### config.mk
export PLATFORM = sky130hd
export DESIGN_NAME = ctrl_executor_flat
export DESIGN_NICKNAME = d
export VERILOG_FILES = /design/src/rtl/ctrl_exec_pkg.sv /design/src/rtl/ctrl_exec_if.sv /design/src/rtl/ctrl_exec_regfile.sv /design/src/rtl/ctrl_executor.sv /design/src/flat_wrapper.sv
export SDC_FILE = /design/constraint.sdc
export NUM_CORES = 1
export LEC_CHECK = 0
export ABC_AREA = 0
export BUFFER_PORTS_ARGS = -buffer_cell sky130_fd_sc_hd__buf_2
export CAP_MARGIN = 20
export CELL_PAD_IN_SITES_DETAIL_PLACEMENT = 1
export CELL_PAD_IN_SITES_GLOBAL_PLACEMENT = 1
export CORE_MARGIN = 4
export CORE_UTILIZATION = 56
export DETAILED_ROUTE_END_ITERATION = 10
export HOLD_SLACK_MARGIN = 0.03
export PLACE_DENSITY = 0.82
export SYNTH_ARGS = -nofsm -noshare
export SYNTH_HDL_FRONTEND = slang
export SYNTH_HIERARCHICAL = 1
export SYNTH_SLANG_ARGS = --single-unit
### constraint.sdc
create_clock -name clk -period 10.6 [get_ports clk]
set_clock_uncertainty 0.1 [all_clocks]
set_input_delay 0.53 -clock clk [delete_from_list [all_inputs] [get_ports clk]]
set_output_delay 0.53 -clock clk [all_outputs]
set_load 0.01 [all_outputs]
### src/rtl/ctrl_exec_pkg.sv
// Shared types and constants for the ctrl_executor block: FSM states,
// register-file geometry and the captured control word.
package ctrl_exec_pkg;

  localparam int REG_IDX_W = 2;
  localparam int REG_COUNT = 4;
  // Wide enough for MEM_LAT-1 with MEM_LAT up to 15.
  localparam int LAT_W     = 4;

  typedef enum logic [1:0] {
    IDLE = 2'd0,
    MEM  = 2'd1,
    WB   = 2'd2
  } state_t;

  typedef struct packed {
    logic                 reg_write_enable;
    logic                 mem_read;
    logic                 mem_write;
    logic                 alu_op;
    logic [REG_IDX_W-1:0] rd;
    logic [REG_IDX_W-1:0] rs1;
    logic [REG_IDX_W-1:0] rs2;
  } ctrl_word_t;

  // Asking for a read and a write at once has no defined meaning.
  function automatic logic is_illegal(ctrl_word_t w);
    return w.mem_read && w.mem_write;
  endfunction

  // Only legal words that touch data memory pay the memory latency.
  function automatic logic needs_mem(ctrl_word_t w);
    return (w.mem_read || w.mem_write) && !is_illegal(w);
  endfunction

endpackage

### src/rtl/ctrl_exec_if.sv
// Control-word handshake and completion bundle between the opcode decoder
// (master) and ctrl_executor (slave).
interface ctrl_exec_if #(
  parameter int DATA_W    = 8,
  parameter int MEM_DEPTH = 16
);
  import ctrl_exec_pkg::*;

  localparam int ADDR_W = $clog2(MEM_DEPTH);

  logic                 ctrl_valid;
  logic                 ctrl_ready;
  logic                 reg_write_enable;
  logic                 mem_read;
  logic                 mem_write;
  logic                 alu_op;
  logic [REG_IDX_W-1:0] rd;
  logic [REG_IDX_W-1:0] rs1;
  logic [REG_IDX_W-1:0] rs2;
  logic [ADDR_W-1:0]    mem_addr;
  logic                 done;
  logic                 err;
  logic [DATA_W-1:0]    result;
  logic                 busy;

  modport master (
    output ctrl_valid, reg_write_enable, mem_read, mem_write, alu_op,
           rd, rs1, rs2, mem_addr,
    input  ctrl_ready, done, err, result, busy
  );

  modport slave (
    input  ctrl_valid, reg_write_enable, mem_read, mem_write, alu_op,
           rd, rs1, rs2, mem_addr,
    output ctrl_ready, done, err, result, busy
  );

endinterface

### src/rtl/ctrl_exec_regfile.sv
// 4 x DATA_W register file: two combinational read ports, one write port.
// Optional feature macro: CTRL_EXEC_R0_ZERO_EN hardwires R0 to zero by
// discarding writes to index 0; otherwise R0 is an ordinary register.
module ctrl_exec_regfile
  import ctrl_exec_pkg::*;
#(
  parameter int DATA_W = 8
) (
  input  logic                 clk,
  input  logic                 rst_n,
  input  logic                 we,
  input  logic [REG_IDX_W-1:0] waddr,
  input  logic [DATA_W-1:0]    wdata,
  input  logic [REG_IDX_W-1:0] raddr1,
  input  logic [REG_IDX_W-1:0] raddr2,
  output logic [DATA_W-1:0]    rdata1,
  output logic [DATA_W-1:0]    rdata2
);

  logic [DATA_W-1:0] regs [REG_COUNT];
  logic              wr_allow;

`ifdef CTRL_EXEC_R0_ZERO_EN
  // R0 stays at its reset value of zero because it is never written.
  assign wr_allow = (waddr != '0);
`else
  assign wr_allow = 1'b1;
`endif

  // Register storage; cleared on reset, written on a single port.
  always_ff @(posedge clk or negedge rst_n) begin
    if (!rst_n) begin
      // NOTE: the array lives in flops with a reset loop, not RAM, because
      // reset must clear every entry; <= keeps all updates edge-parallel.
      for (int i = 0; i < REG_COUNT; i++) regs[i] <= '0;
    end else if (we && wr_allow) begin
      regs[waddr] <= wdata;
    end
  end

  assign rdata1 = regs[raddr1];
  assign rdata2 = regs[raddr2];

endmodule

### src/rtl/ctrl_executor.sv
// Multi-cycle executor behind the opcode decoder: accepts a control word,
// optionally waits MEM_LAT cycles for data memory, then commits LOAD,
// STORE, ADD/SUB or NOP and pulses done (and err for illegal words).
// Optional feature macro: CTRL_EXEC_R0_ZERO_EN (handled in the register file).
// MEM_LAT must lie in 1..15.
module ctrl_executor
  import ctrl_exec_pkg::*;
#(
  parameter int DATA_W    = 8,
  parameter int MEM_DEPTH = 16,
  parameter int MEM_LAT   = 2
) (
  input  logic       clk,
  input  logic       rst_n,
  ctrl_exec_if.slave bus
);

  localparam int               ADDR_W   = $clog2(MEM_DEPTH);
  localparam logic [LAT_W-1:0] LAT_LOAD = LAT_W'(MEM_LAT - 1);

  state_t            state;
  ctrl_word_t        word_q;
  logic [ADDR_W-1:0] addr_q;
  logic [LAT_W-1:0]  lat_cnt;
  logic              done_q;
  logic              err_q;
  logic [DATA_W-1:0] result_q;
  logic [DATA_W-1:0] dmem [MEM_DEPTH];

  ctrl_word_t        in_word;
  logic [DATA_W-1:0] rs1_data;
  logic [DATA_W-1:0] rs2_data;
  logic [DATA_W-1:0] wb_value;
  logic              rf_we;
  logic              mem_we;

  assign in_word = '{
    reg_write_enable: bus.reg_write_enable,
    mem_read:         bus.mem_read,
    mem_write:        bus.mem_write,
    alu_op:           bus.alu_op,
    rd:               bus.rd,
    rs1:              bus.rs1,
    rs2:              bus.rs2
  };

  // Operands are read during WB so a preceding commit is always visible.
  ctrl_exec_regfile #(
    .DATA_W (DATA_W)
  ) u_regfile (
    .clk    (clk),
    .rst_n  (rst_n),
    .we     (rf_we),
    .waddr  (word_q.rd),
    .wdata  (wb_value),
    .raddr1 (word_q.rs1),
    .raddr2 (word_q.rs2),
    .rdata1 (rs1_data),
    .rdata2 (rs2_data)
  );

  // Value committed in WB; an illegal word leaves the old result in place.
  always_comb begin
    // NOTE: defaulting first means every path assigns wb_value, so no latch.
    wb_value = '0;
    if (is_illegal(word_q)) begin
      wb_value = result_q;
    end else if (word_q.mem_read) begin
      wb_value = dmem[addr_q];
    end else if (word_q.mem_write) begin
      wb_value = rs2_data;
    end else if (word_q.reg_write_enable) begin
      wb_value = word_q.alu_op ? (rs1_data - rs2_data) : (rs1_data + rs2_data);
    end
  end

  // Stores never write a register; mem_write also covers the illegal case.
  assign rf_we  = (state == WB) && word_q.reg_write_enable && !word_q.mem_write;
  assign mem_we = (state == WB) && word_q.mem_write && !word_q.mem_read;

  // Control FSM: capture on accept, count memory latency, commit in WB.
  always_ff @(posedge clk or negedge rst_n) begin
    if (!rst_n) begin
      state    <= IDLE;
      word_q   <= '0;
      addr_q   <= '0;
      lat_cnt  <= '0;
      done_q   <= 1'b0;
      err_q    <= 1'b0;
      result_q <= '0;
    end else begin
      done_q <= 1'b0;
      err_q  <= 1'b0;
      case (state)
        IDLE: begin
          if (bus.ctrl_valid) begin
            word_q <= in_word;
            addr_q <= bus.mem_addr;
            if (needs_mem(in_word)) begin
              state   <= MEM;
              lat_cnt <= LAT_LOAD;
            end else begin
              state  <= WB;
              done_q <= 1'b1;
              err_q  <= is_illegal(in_word);
            end
          end
        end
        MEM: begin
          if (lat_cnt == '0) begin
            state  <= WB;
            done_q <= 1'b1;
          end else begin
            lat_cnt <= lat_cnt - 1'b1;
          end
        end
        WB: begin
          result_q <= wb_value;
          state    <= IDLE;
        end
        default: state <= IDLE;
      endcase
    end
  end

  // Data memory; cleared on reset so an interrupted store leaves no trace.
  always_ff @(posedge clk or negedge rst_n) begin
    if (!rst_n) begin
      for (int i = 0; i < MEM_DEPTH; i++) dmem[i] <= '0;
    end else if (mem_we) begin
      dmem[addr_q] <= rs2_data;
    end
  end

  assign bus.ctrl_ready = (state == IDLE);
  assign bus.busy       = (state != IDLE);
  assign bus.done       = done_q;
  assign bus.err        = err_q;
  // During WB the committing value is shown alongside done.
  assign bus.result     = (state == WB) ? wb_value : result_q;

endmodule
### src/flat_wrapper.sv
// flat-port wrapper written by rule: the top's interface ports become plain ports
module ctrl_executor_flat import ctrl_exec_pkg::*;
#(
  parameter int DATA_W    = 8,
  parameter int MEM_DEPTH = 16,
  parameter int MEM_LAT   = 2
)
  (clk, rst_n, bus_ctrl_valid, bus_reg_write_enable, bus_mem_read, bus_mem_write, bus_alu_op, bus_rd, bus_rs1, bus_rs2, bus_mem_addr, bus_ctrl_ready, bus_done, bus_err, bus_result, bus_busy);
  ctrl_exec_if #(.DATA_W(DATA_W), .MEM_DEPTH(MEM_DEPTH)) bus_i ();
  input  logic clk;
  input  logic rst_n;
  input wire logic [$bits(bus_i.ctrl_valid)-1:0] bus_ctrl_valid;
  input wire logic [$bits(bus_i.reg_write_enable)-1:0] bus_reg_write_enable;
  input wire logic [$bits(bus_i.mem_read)-1:0] bus_mem_read;
  input wire logic [$bits(bus_i.mem_write)-1:0] bus_mem_write;
  input wire logic [$bits(bus_i.alu_op)-1:0] bus_alu_op;
  input wire logic [$bits(bus_i.rd)-1:0] bus_rd;
  input wire logic [$bits(bus_i.rs1)-1:0] bus_rs1;
  input wire logic [$bits(bus_i.rs2)-1:0] bus_rs2;
  input wire logic [$bits(bus_i.mem_addr)-1:0] bus_mem_addr;
  output wire logic [$bits(bus_i.ctrl_ready)-1:0] bus_ctrl_ready;
  output wire logic [$bits(bus_i.done)-1:0] bus_done;
  output wire logic [$bits(bus_i.err)-1:0] bus_err;
  output wire logic [$bits(bus_i.result)-1:0] bus_result;
  output wire logic [$bits(bus_i.busy)-1:0] bus_busy;
  assign bus_i.ctrl_valid = bus_ctrl_valid;
  assign bus_i.reg_write_enable = bus_reg_write_enable;
  assign bus_i.mem_read = bus_mem_read;
  assign bus_i.mem_write = bus_mem_write;
  assign bus_i.alu_op = bus_alu_op;
  assign bus_i.rd = bus_rd;
  assign bus_i.rs1 = bus_rs1;
  assign bus_i.rs2 = bus_rs2;
  assign bus_i.mem_addr = bus_mem_addr;
  assign bus_ctrl_ready = bus_i.ctrl_ready;
  assign bus_done = bus_i.done;
  assign bus_err = bus_i.err;
  assign bus_result = bus_i.result;
  assign bus_busy = bus_i.busy;
  ctrl_executor #(.DATA_W(DATA_W), .MEM_DEPTH(MEM_DEPTH), .MEM_LAT(MEM_LAT)) u_core (.clk(clk), .rst_n(rst_n), .bus(bus_i));
endmodule
==> impl_results.md, run 1 <==
* Status: completed
* Min Tclk post-route at 5.25 ns
* Slew Viols, Final at 0
* Static leakage at 4.75 nW
* Syn_nets at 713
* Total Routing Usage GR at 28.5%
* Post-synth EDFFs at 0
* Area leader, netlist: dfrtp_1
* Post-CTS Setup Bufs at 0
* Period utilisation layout at 49.5%
* Buffers added on ports at 28
* Skew-Pair Late Insertion Delay at 0.43 ns
* Worst path slowest cell: mux4_2
* Residual DRC count at 0
* Share of cells above drive strength 1 at 39.5%
* DR pass1 iterations at 4
* Final net count at 724
* FF+latch count, synth at 190
* Num CTS Buffers at 17
* Setup TNS at 0 ns
* GRT Residual Overflow at 0
* Worst setup SP type: flop
* Clock-pin slew on the worst setup and hold paths at 0.07 ns
* Syn. warnings at 6
* Ys async rst share at 100%
* Mapped Cells at 684
* Post-synth top cells: 190 x dfrtp_1, 156 x mux2_2, 52 x nand2_1, 47 x mux4_2, 27 x o21ai_0
* WS Path Type: reg -> out
* Clock Path Buffers at 2
* Vias in the first global route at 6854
* Worst Hold Margin at 0.155 ns
* Max Cap Violations at 0
* Flop pwr share at 37.9%
* Net Sw Frac at 39.0%
* Clk pwr share at 23.6%
* Crit. Startpoint: u_core/word_q[0]$_DFFE_PN0P_
* CP peak stage delay at 0.79 ns
* Final setup fails at 0
* Top cells by area, synth: dfrtp_1 51%, mux2_2 19%, mux4_2 11%, nand2_1 2.1%, ha_1 1.5%
* Worst VDD drop at 239 uV
* Routability congestion estimate at 0.850
* Reg area at 4760 sq um
* TritonCTS clock tree: yes
* Slew Limit Headroom at 27.9%
* RR Endpoint: u_core/u_regfile/regs[21]$_DFFE_PN0P_
* Worst Reg-to-Reg Cells at 13
* Die ar. at 18900 sq um
* Req. time, crit path at 9.97 ns
* Type of destination of the critical path: output port
* 1st-iter DRT viols at 352
* Layout Cells excl Fill at 928
* DRT Wirelength at 25.1 mm
* Avg Cell Area, Syn at 13.7 sq um
* Sinks on Clock Net at 190
* Worst EP arrival at 4.62 ns
* Post-DRT Antenna Nets at 0
* Routed wire per std cell at 27.0 um
* Die Wd at 138 um
* Sequential element share of the synthesized area at 50.6%
* Worst-margin pin slew at 1.08 ns
* Initial antenna violation count at 0
* Min-Delay Path Class: in -> async
* Main flop type after synthesis: dfrtp_1
* Dpl hpwl at 16.8 mm
* RSZ-0062 raised after global routing: no
* Power Dens Cells at 265 nW/um^2
* Placed cells at 896
* Area of the multi-input gates at 4400 sq um
* Clock root buffer: clkbuf_16
* Worst reg2reg startpoint: u_core/word_q[0]$_DFFE_PN0P_
* Reg2Reg Setup Slack at 6.07 ns
* CP Cell Sequence: mux4_2 -> inv_1 -> ha_1 -> a31oi_1 -> xnor2_1 -> ha_1 -> and2_1 -> a22o_1 -> a311o_1 -> and3_1 -> o21ai_0 -> a31oi_1 -> buf_2
* Via/cell ratio at 6.48
* CTS Hold Bufs at 0
* Initial core utilization at 56.8%
* I/O pins at 29
* CP Max Fanout at 17
* Final Hold Viols at 0
* Htree depth at 4
* Die H at 138 um
* P_int at 0.00166 W
* Vias at 6009
* Top-count cell post-synth: dfrtp_1
* Fillers at 1535
* Cell Rows at 47
* Largest net degree at the start of global routing at 124
* Post-cts sizing count at 0
* Comb pwr share at 38.5%
* Area delta synth->final at 9.24%
* Synth cell types at 52
* Fmax at 191 MHz
* Global-route wire length before repair at 39.6 mm
* Post-synth top area share at 50.6%
* Switching pwr at 0.00106 W
* CORE AREA at 16500 sq um
* N_diodes at 0
* Synthesized cell area at 9390 sq um
==> state kept, by name, summed over array words and instances (netlist names) <==
signal and cells:
u_core/result_q 8, u_core/lat_cnt 4, u_core/u_regfile/regs 32, u_core/bus.done 1
u_core/bus.err 1, u_core/dmem 128, u_core/addr_q 4, u_core/state 2
u_core/word_q 10
==> through the flow <==
stage	worst slack [ns]	power (W)	util (%)	instance area, sq um
floorplan	6.64	0.00175	-	9390
global placement	5.99	0.00199	58.5	9670
detailed placement	5.85	0.00206	58.5	9670
CTS	5.34	0.00272	62.1	10300
global route	5.08	0.00286	62.1	10300
finish	5.35	0.00271	62.1	10300
==> kinds of logic (layout without fill, tap and decap cells) <==
kind of cell,count (synthesis),after routing,share of synthesized area [%]
flip-flops,190,190,50.6
adder cells (fa/ha/maj),12,12,1.68
AO/OA/AOI/OAI,76,76,5.17
AND/OR/NAND/NOR,118,118,6.55
multiplexers,220,220,32.3
XOR/XNOR,12,12,1.12
buffers and inverters,56,80,2.53
==> power by group through the flow <==
| stage | sequential, W | combinational (W) | clock [W] |
|---|---|---|---|
| after floorplan | 0.000898 | 0.000848 | 0 |
| after global placement | 0.00102 | 0.000969 | 0 |
| after detailed placement | 0.00103 | 0.00102 | 0 |
| after CTS | 0.00103 | 0.00104 | 0.000649 |
| after global routing | 0.00105 | 0.00112 | 0.000686 |
| final | 0.00103 | 0.00104 | 0.000642 |
==> cells in the final DEF (no fill, tap or decap), drive strengths merged, types with 3 or more instances in the layout <==
cell type,count
a211oi,3
a21oi,10
a22oi,3
a31oi,7
and2,4
and3,3
buf,32
clkbuf,21
clkinv,7
clkinvlp,3
dfrtp,190
ha,11
inv,15
mux2,158
mux2i,12
mux4,50
nand2,52
nand2b,6
nand3b,4
nor2,25
nor2b,6
nor3,8
nor3b,3
o21a,3
o21ai,27
o22ai,7
o31a,3
xnor2,8
xor2,4
==> metal layers <==
layer  up-vias  global-route usage, %  share of wire (%)
li1       2562                      -                  -
met1      3211                   37.8                 42
met2       188                   47.7                 51
met3        48                   5.15                4.7
met4         0                   9.37                2.6
met5         -                      0                  0
==> critical path, delay by kind of cell (launching register included) <==
kind / cells / cell delay [ns]
AO/OA/AOI/OAI: 5 / 1.17
multiplexers: 1 / 0.79
flip-flops: 1 / 0.76
adder cells (fa/ha/maj): 2 / 0.56
buffers and inverters: 2 / 0.41
AND/OR/NAND/NOR: 2 / 0.33
XOR/XNOR: 1 / 0.15
==> final cells by class <==
cell class | count | share of cell area, %
clock inverters | 12 | 1.37
inverters | 15 | 0.549
clock buffers | 20 | 4.35
flip-flops and latches | 190 | 46.3
well taps | 220 | 2.68
repair buffers | 33 | 1.82
multi-input cells | 438 | 42.9
==> how the worst max path moves through the flow <==
stage / cells past startpoint / slack, ns / end
finish: 13 / 5.35 / bus_result[7]
global route: 13 / 5.08 / bus_result[5]
CTS: 13 / 5.34 / bus_result[7]
detailed placement: 13 / 5.85 / bus_result[7]
global placement: 13 / 5.99 / bus_result[7]
floorplan: 13 / 6.64 / bus_result[5]
(Power assumes the default switching activity.)
==> inputs of run 2 (changes only) <==
- CORE_UTILIZATION: 56 -> 52
- PLACE_DENSITY: 0.82 -> 0.76
- clock period: 10.6 -> 4.9 ns (I/O delays scaled with it)
==> impl_results.md, run 2 (synthesis results as in run 1) <==
* Met2 usage at 41.4%
* Setup WS pre-CTS at 0.444 ns
* Worst-margin pin slew at 1.07 ns
* Final Hold Viols at 0
* Routability congestion estimate at 0.889
* N_diodes at 0
* Largest net degree at the start of global routing at 80
* Req. time, crit path at 4.55 ns
* Area delta synth->final at 11.7%
* M3 GR Usage at 5.78%
* Min-Delay Path Class: in -> async
* Worst setup endpoint: bus_result[7]
* Fin util at 60.0%
* DR pass1 iterations at 4
* Top flop regs: u_core/dmem x128, u_core/u_regfile/regs x32, u_core/word_q x10
* Post-DRT Antenna Nets at 0
* TritonCTS clock tree: yes
* Clock-pin slew on the worst setup and hold paths at 0.07 ns
* GRT Residual Overflow at 0
* Share of cells above drive strength 1 at 39.4%
* Routed wire per std cell at 25.8 um
* Worst EP arrival at 4.26 ns
* Final net count at 748
* Htree depth at 4
* Worst Reg-to-Reg Cells at 13
* Initial antenna violation count at 0
* Commonest non-fill, non-tap cell in the layout: dfrtp_1
* Clock Path Buffers at 2
* WS Path Type: reg -> out
* 1st-iter DRT viols at 414
* Period utilisation layout at 94.0%
* Num CTS Buffers at 17
* Final setup fails at 0
* Clock root buffer: clkbuf_16
* Residual DRC count at 0
* Final Worst Setup Slack at 0.293 ns
* RR Endpoint: u_core/u_regfile/regs[29]$_DFFE_PN0P_
* Die Wd at 142 um
* Vias at 6041
* Dpl hpwl at 16.4 mm
* Buffers added on ports at 28
* Cell Rows at 48
* Max Cap Violations at 0
* Via/cell ratio at 6.32
* CP Max Fanout at 10
* DRT Wirelength at 24.6 mm
* Initial core utilization at 53.7%
* Status: completed
* Power Dens Cells at 560 nW/um^2
* Sinks on Clock Net at 190
* Met1 usage at 35.8%
* GRT busiest layer: met2
* Crit. Startpoint: u_core/word_q[0]$_DFFE_PN0P_
* Total Routing Usage GR at 25.8%
* Vias in the first global route at 6537
* Worst setup SP type: flop
* Largest register FFs at 128
* Fmax at 217 MHz
* Die ar. at 20300 sq um
* Static leakage at 4.86 nW
* I/O pins at 29
* RSZ-0062 raised after global routing: no
* Worst reg2reg startpoint: u_core/word_q[0]$_DFFE_PN0P_
* Min Tclk post-route at 4.61 ns
* Global-route wire length before repair at 39.0 mm
* Type of destination of the critical path: output port
* Reg2Reg Setup Slack at 0.73 ns
* Setup TNS at 0 ns
* Die H at 142 um
* Slew Limit Headroom at 28.0%
* Most frequent cells in the layout: 188 x dfrtp_1, 156 x mux2_2, 52 x nand2_1, 47 x mux4_2
* Worst VDD drop at 376 uV
* CORE AREA at 17500 sq um
* Slew Viols, Final at 0
* Reg with most FFs: u_core/dmem
* Skew-Pair Late Insertion Delay at 0.44 ns
-- run 2: cell count changes in the layout (fill, tap and decap cells not counted) --
cell           change
dlygate4sd3_1     +16
buf_4              +7
clkinv_4           -6
clkinv_2           +2
buf_12             +1
clkbuf_8           +1
clkinvlp_4         +1
dfrtp_1            -1
dfrtp_2            +1
inv_6              +1
-- run 2: what timing repair did --
action | CTS | global route
resized for setup | 1 | 0
hold endpoints to repair | 92 | 0
hold buffers | 16 | 0
setup buffers | 0 | 6
setup endpoints to repair | 1 | 2
-- run 2: layout make-up --
| class | count | area, sq um |
|---|---|---|
| Tap cell | 225 | 282 |
| Inverter | 15 | 56.3 |
| Fill cell | 1690 | 6990 |
| Sequential cell | 190 | 4760 |
| Timing Repair Buffer | 57 | 419 |
| Clock buffer | 21 | 460 |
| Clock inverter | 10 | 114 |
| Multi-Input combinational cell | 438 | 4400 |
-- run 2: power by group --
part           internal [W]  switching (W)  leakage, nW
registers           0.00180       0.000425         2.59
clock network      0.000775       0.000613        0.271
logic               0.00105        0.00121         1.99
-- run 2: worst min-delay path by stage --
stage                                                to  start
after global placement    u_core/lat_cnt[2]$_DFFE_PN0P_  rst_n
after floorplan            u_core/addr_q[0]$_DFFE_PN0P_  rst_n
after global routing      u_core/lat_cnt[2]$_DFFE_PN0P_  rst_n
after detailed placement  u_core/lat_cnt[2]$_DFFE_PN0P_  rst_n
final                     u_core/lat_cnt[2]$_DFFE_PN0P_  rst_n
after CTS                 u_core/lat_cnt[2]$_DFFE_PN0P_  rst_n
-- run 2: critical path, stage by stage (launching register included) --
cell	delay (ns)
dfrtp_2	0.57
mux4_2	0.69
inv_1	0.18
ha_1	0.21
a31oi_1	0.11
xnor2_1	0.14
ha_1	0.34
and2_1	0.18
a22o_1	0.22
a311o_1	0.33
and3_1	0.15
o21ai_0	0.33
a31oi_1	0.18
buf_2	0.17
-- run 2: stage by stage --
stage,instance area [sq um],total power (W),instances,hold WS [ns]
3_5_place_dp,9710,0.00445,903,0.202
5_1_grt,10500,0.00622,956,0.333
3_3_place_gp,9710,0.00434,903,0.191
4_1_cts,10400,0.00586,950,0.299
6_report,10500,0.00587,956,0.271
2_1_floorplan,9390,0.00378,684,-0.151
-- run 2: metal layers --
layer  vias up  wire length (um)  part of all wire, %
met5         -                 0                    0
met3        47              1290                  5.3
li1       2593                 -                    -
met1      3235             10600                   43
met4         0               526                  2.1
met2       166             12200                   49
==> inputs of run 3 (changes only) <==
==> constraint.sdc (replaced) <==
create_clock -name clk -period 4.9 [get_ports clk]
set_clock_uncertainty 0.1 [all_clocks]
set_input_delay 0.735 -clock clk [delete_from_list [all_inputs] [get_ports clk]]
set_output_delay 0.735 -clock clk [all_outputs]
set_load 0.01 [all_outputs]
==> impl_results.md, run 3 (synthesis results as in run 1) <==
* Final setup fails at 0
* Share of cells above drive strength 1 at 42.7%
* Final Hold Viols at 0
* Period utilisation layout at 96.9%
* Die ar. at 20300 sq um
* Reg area at 4760 sq um
* Req. time, crit path at 4.07 ns
* Static leakage at 4.85 nW
* Worst setup SP type: flop
* Routability congestion estimate at 0.878
* Worst-margin pin slew at 1.07 ns
* Worst VDD drop at 516 uV
* Clk pwr share at 23.1%
* GRT Residual Overflow at 0
* CP Max Fanout at 6
* Switching pwr at 0.00236 W
* Clock-pin slew on the worst setup and hold paths at 0.07 ns
* RSZ-0062 raised after global routing: yes
* Fmax at 211 MHz
* Die H at 142 um
* Max Cap Violations at 0
* Commonest non-fill, non-tap cell in the layout: dfrtp_1
* CORE AREA at 17500 sq um
* CTS Hold Bufs at 0
* Top flop regs: u_core/dmem x128, u_core/u_regfile/regs x32, u_core/word_q x10
* Initial core utilization at 53.7%
* Buffers added on ports at 28
* WS Path Type: reg -> out
* Clock Path Buffers at 2
* Initial antenna violation count at 0
* Vias at 5960
* Dpl hpwl at 16.5 mm
* Most frequent cells in the layout: 187 x dfrtp_1, 156 x mux2_2, 52 x nand2_1, 47 x mux4_2, 27 x buf_2
* Skew-Pair Late Insertion Delay at 0.44 ns
* Final net count at 738
* Sinks on Clock Net at 190
* Global-route wire length before repair at 39.4 mm
* Post-DRT Antenna Nets at 0
* Area of the multi-input gates at 4440 sq um
* Vias in the first global route at 6597
* Setup TNS at 0 ns
* TritonCTS clock tree: yes
* 1st-iter DRT viols at 384
* DR pass1 iterations at 4
* Num CTS Buffers at 17
* Reg with most FFs: u_core/dmem
* Htree depth at 4
* Status: completed
* Layout Cells excl Fill at 947
* Via/cell ratio at 6.29
* Flop pwr share at 37.4%
* Cell Rows at 48
* Placed cells at 908
* Worst EP arrival at 3.91 ns
* I/O pins at 29
* Min-Delay Path Class: in -> async
* Residual DRC count at 0
* Type of destination of the critical path: output port
* Total Routing Usage GR at 26.0%
* P_int at 0.00364 W
* Slew Limit Headroom at 28.2%
* Min Tclk post-route at 4.75 ns
* Largest net degree at the start of global routing at 90
* Area delta synth->final at 11.0%
* Comb pwr share at 39.4%
* Fillers at 1677
* Die Wd at 142 um
* Clock root buffer: clkbuf_16
* DRT Wirelength at 25.1 mm
* N_diodes at 0
* Slew Viols, Final at 0
* Largest register FFs at 128
* Power Dens Cells at 576 nW/um^2
* Net Sw Frac at 39.3%
* Routed wire per std cell at 26.5 um
[run 3: changes by cell type in the layout (fill, tap and decap cells not counted), moves of 2 or more]
cell and change:
inv_8 +2, dlygate4sd3_1 -16, clkinv_2 -2, nor3_2 +2, clkinvlp_4 -3, nor3_1 -2, clkbuf_1 -2, inv_2 +2
clkinv_4 +2, inv_1 -3, buf_4 +6, inv_6 +6
[run 3: repair_timing]
action	4_1_cts	5_1_grt
pin swaps	0	1
gates resized for setup	4	10
setup buffers	2	4
setup endpoints to repair	4	4
[run 3: cell type report]
class	count	area share, %
well taps	225	2.70
flip-flops and latches	190	45.6
clock inverters	14	1.38
inverters	15	0.564
clock buffers	18	4.21
multi-input cells	438	42.5
repair buffers	47	2.99
[run 3: critical path, cell delays in order, from the launching register on]
cell and delay (ns):
dfrtp_2 0.45, mux4_2 0.60, inv_4 0.12, ha_2 0.27, mux2_2 0.30, fa_1 0.45
nor2b_1 0.18, o21ai_0 0.11, a211oi_1 0.31, o22ai_1 0.14, o221a_2 0.19, a2bb2oi_1 0.19
buf_2 0.16
[run 3: path summary, 6_finish.rpt]
check                                              from  depth (start not counted)                                     to  slack [ns]
setup / recovery           u_core/word_q[0]$_DFFE_PN0P_                         12                          bus_result[4]        0.15
hold / removal                                    rst_n                          1          u_core/lat_cnt[1]$_DFFE_PN0P_        0.25
setup reg to reg           u_core/word_q[0]$_DFFE_PN0P_                         13  u_core/u_regfile/regs[13]$_DFFE_PN0P_        1.04
hold reg to reg             u_core/dmem[99]$_DFFE_PN0P_                          2            u_core/dmem[99]$_DFFE_PN0P_        0.40
max in group asynchronous                         rst_n                          2           u_core/addr_q[0]$_DFFE_PN0P_        3.26
min in group clk            u_core/dmem[99]$_DFFE_PN0P_                          2            u_core/dmem[99]$_DFFE_PN0P_        0.40
[run 3: power groups by stage]
stage | clock network [W] | logic (W) | registers, W
floorplan | 0 | 0.00184 | 0.00194
global route | 0.00149 | 0.00257 | 0.00230
CTS | 0.00142 | 0.00220 | 0.00228
detailed placement | 0 | 0.00216 | 0.00230
finish | 0.00139 | 0.00237 | 0.00225
global placement | 0 | 0.00207 | 0.00227
[run 3: routing by layer]
layer  global-route usage, %  up-vias  share of wire, %
met5                       0        -                 0
met4                    9.00        0               2.4
met3                    4.57       41               4.0
met2                    41.4      136                48
met1                    36.5     3205                45
li1                        -     2578                 -
[run 3: per-stage QoR]
stage / setup slack (ns) / hold WS [ns] / area [sq um] / total power (W) / utilization, %
floorplan: 0.736 / 0.339 / 9390 / 0.00378 / -
global placement: 0.449 / 0.362 / 9730 / 0.00434 / 55.7
detailed placement: 0.315 / 0.378 / 9730 / 0.00446 / 55.7
CTS: 0.00254 / 0.277 / 10300 / 0.00590 / 59.1
global route: -0.0321 / 0.290 / 10400 / 0.00636 / 59.7
finish: 0.153 / 0.249 / 10400 / 0.00601 / 59.7
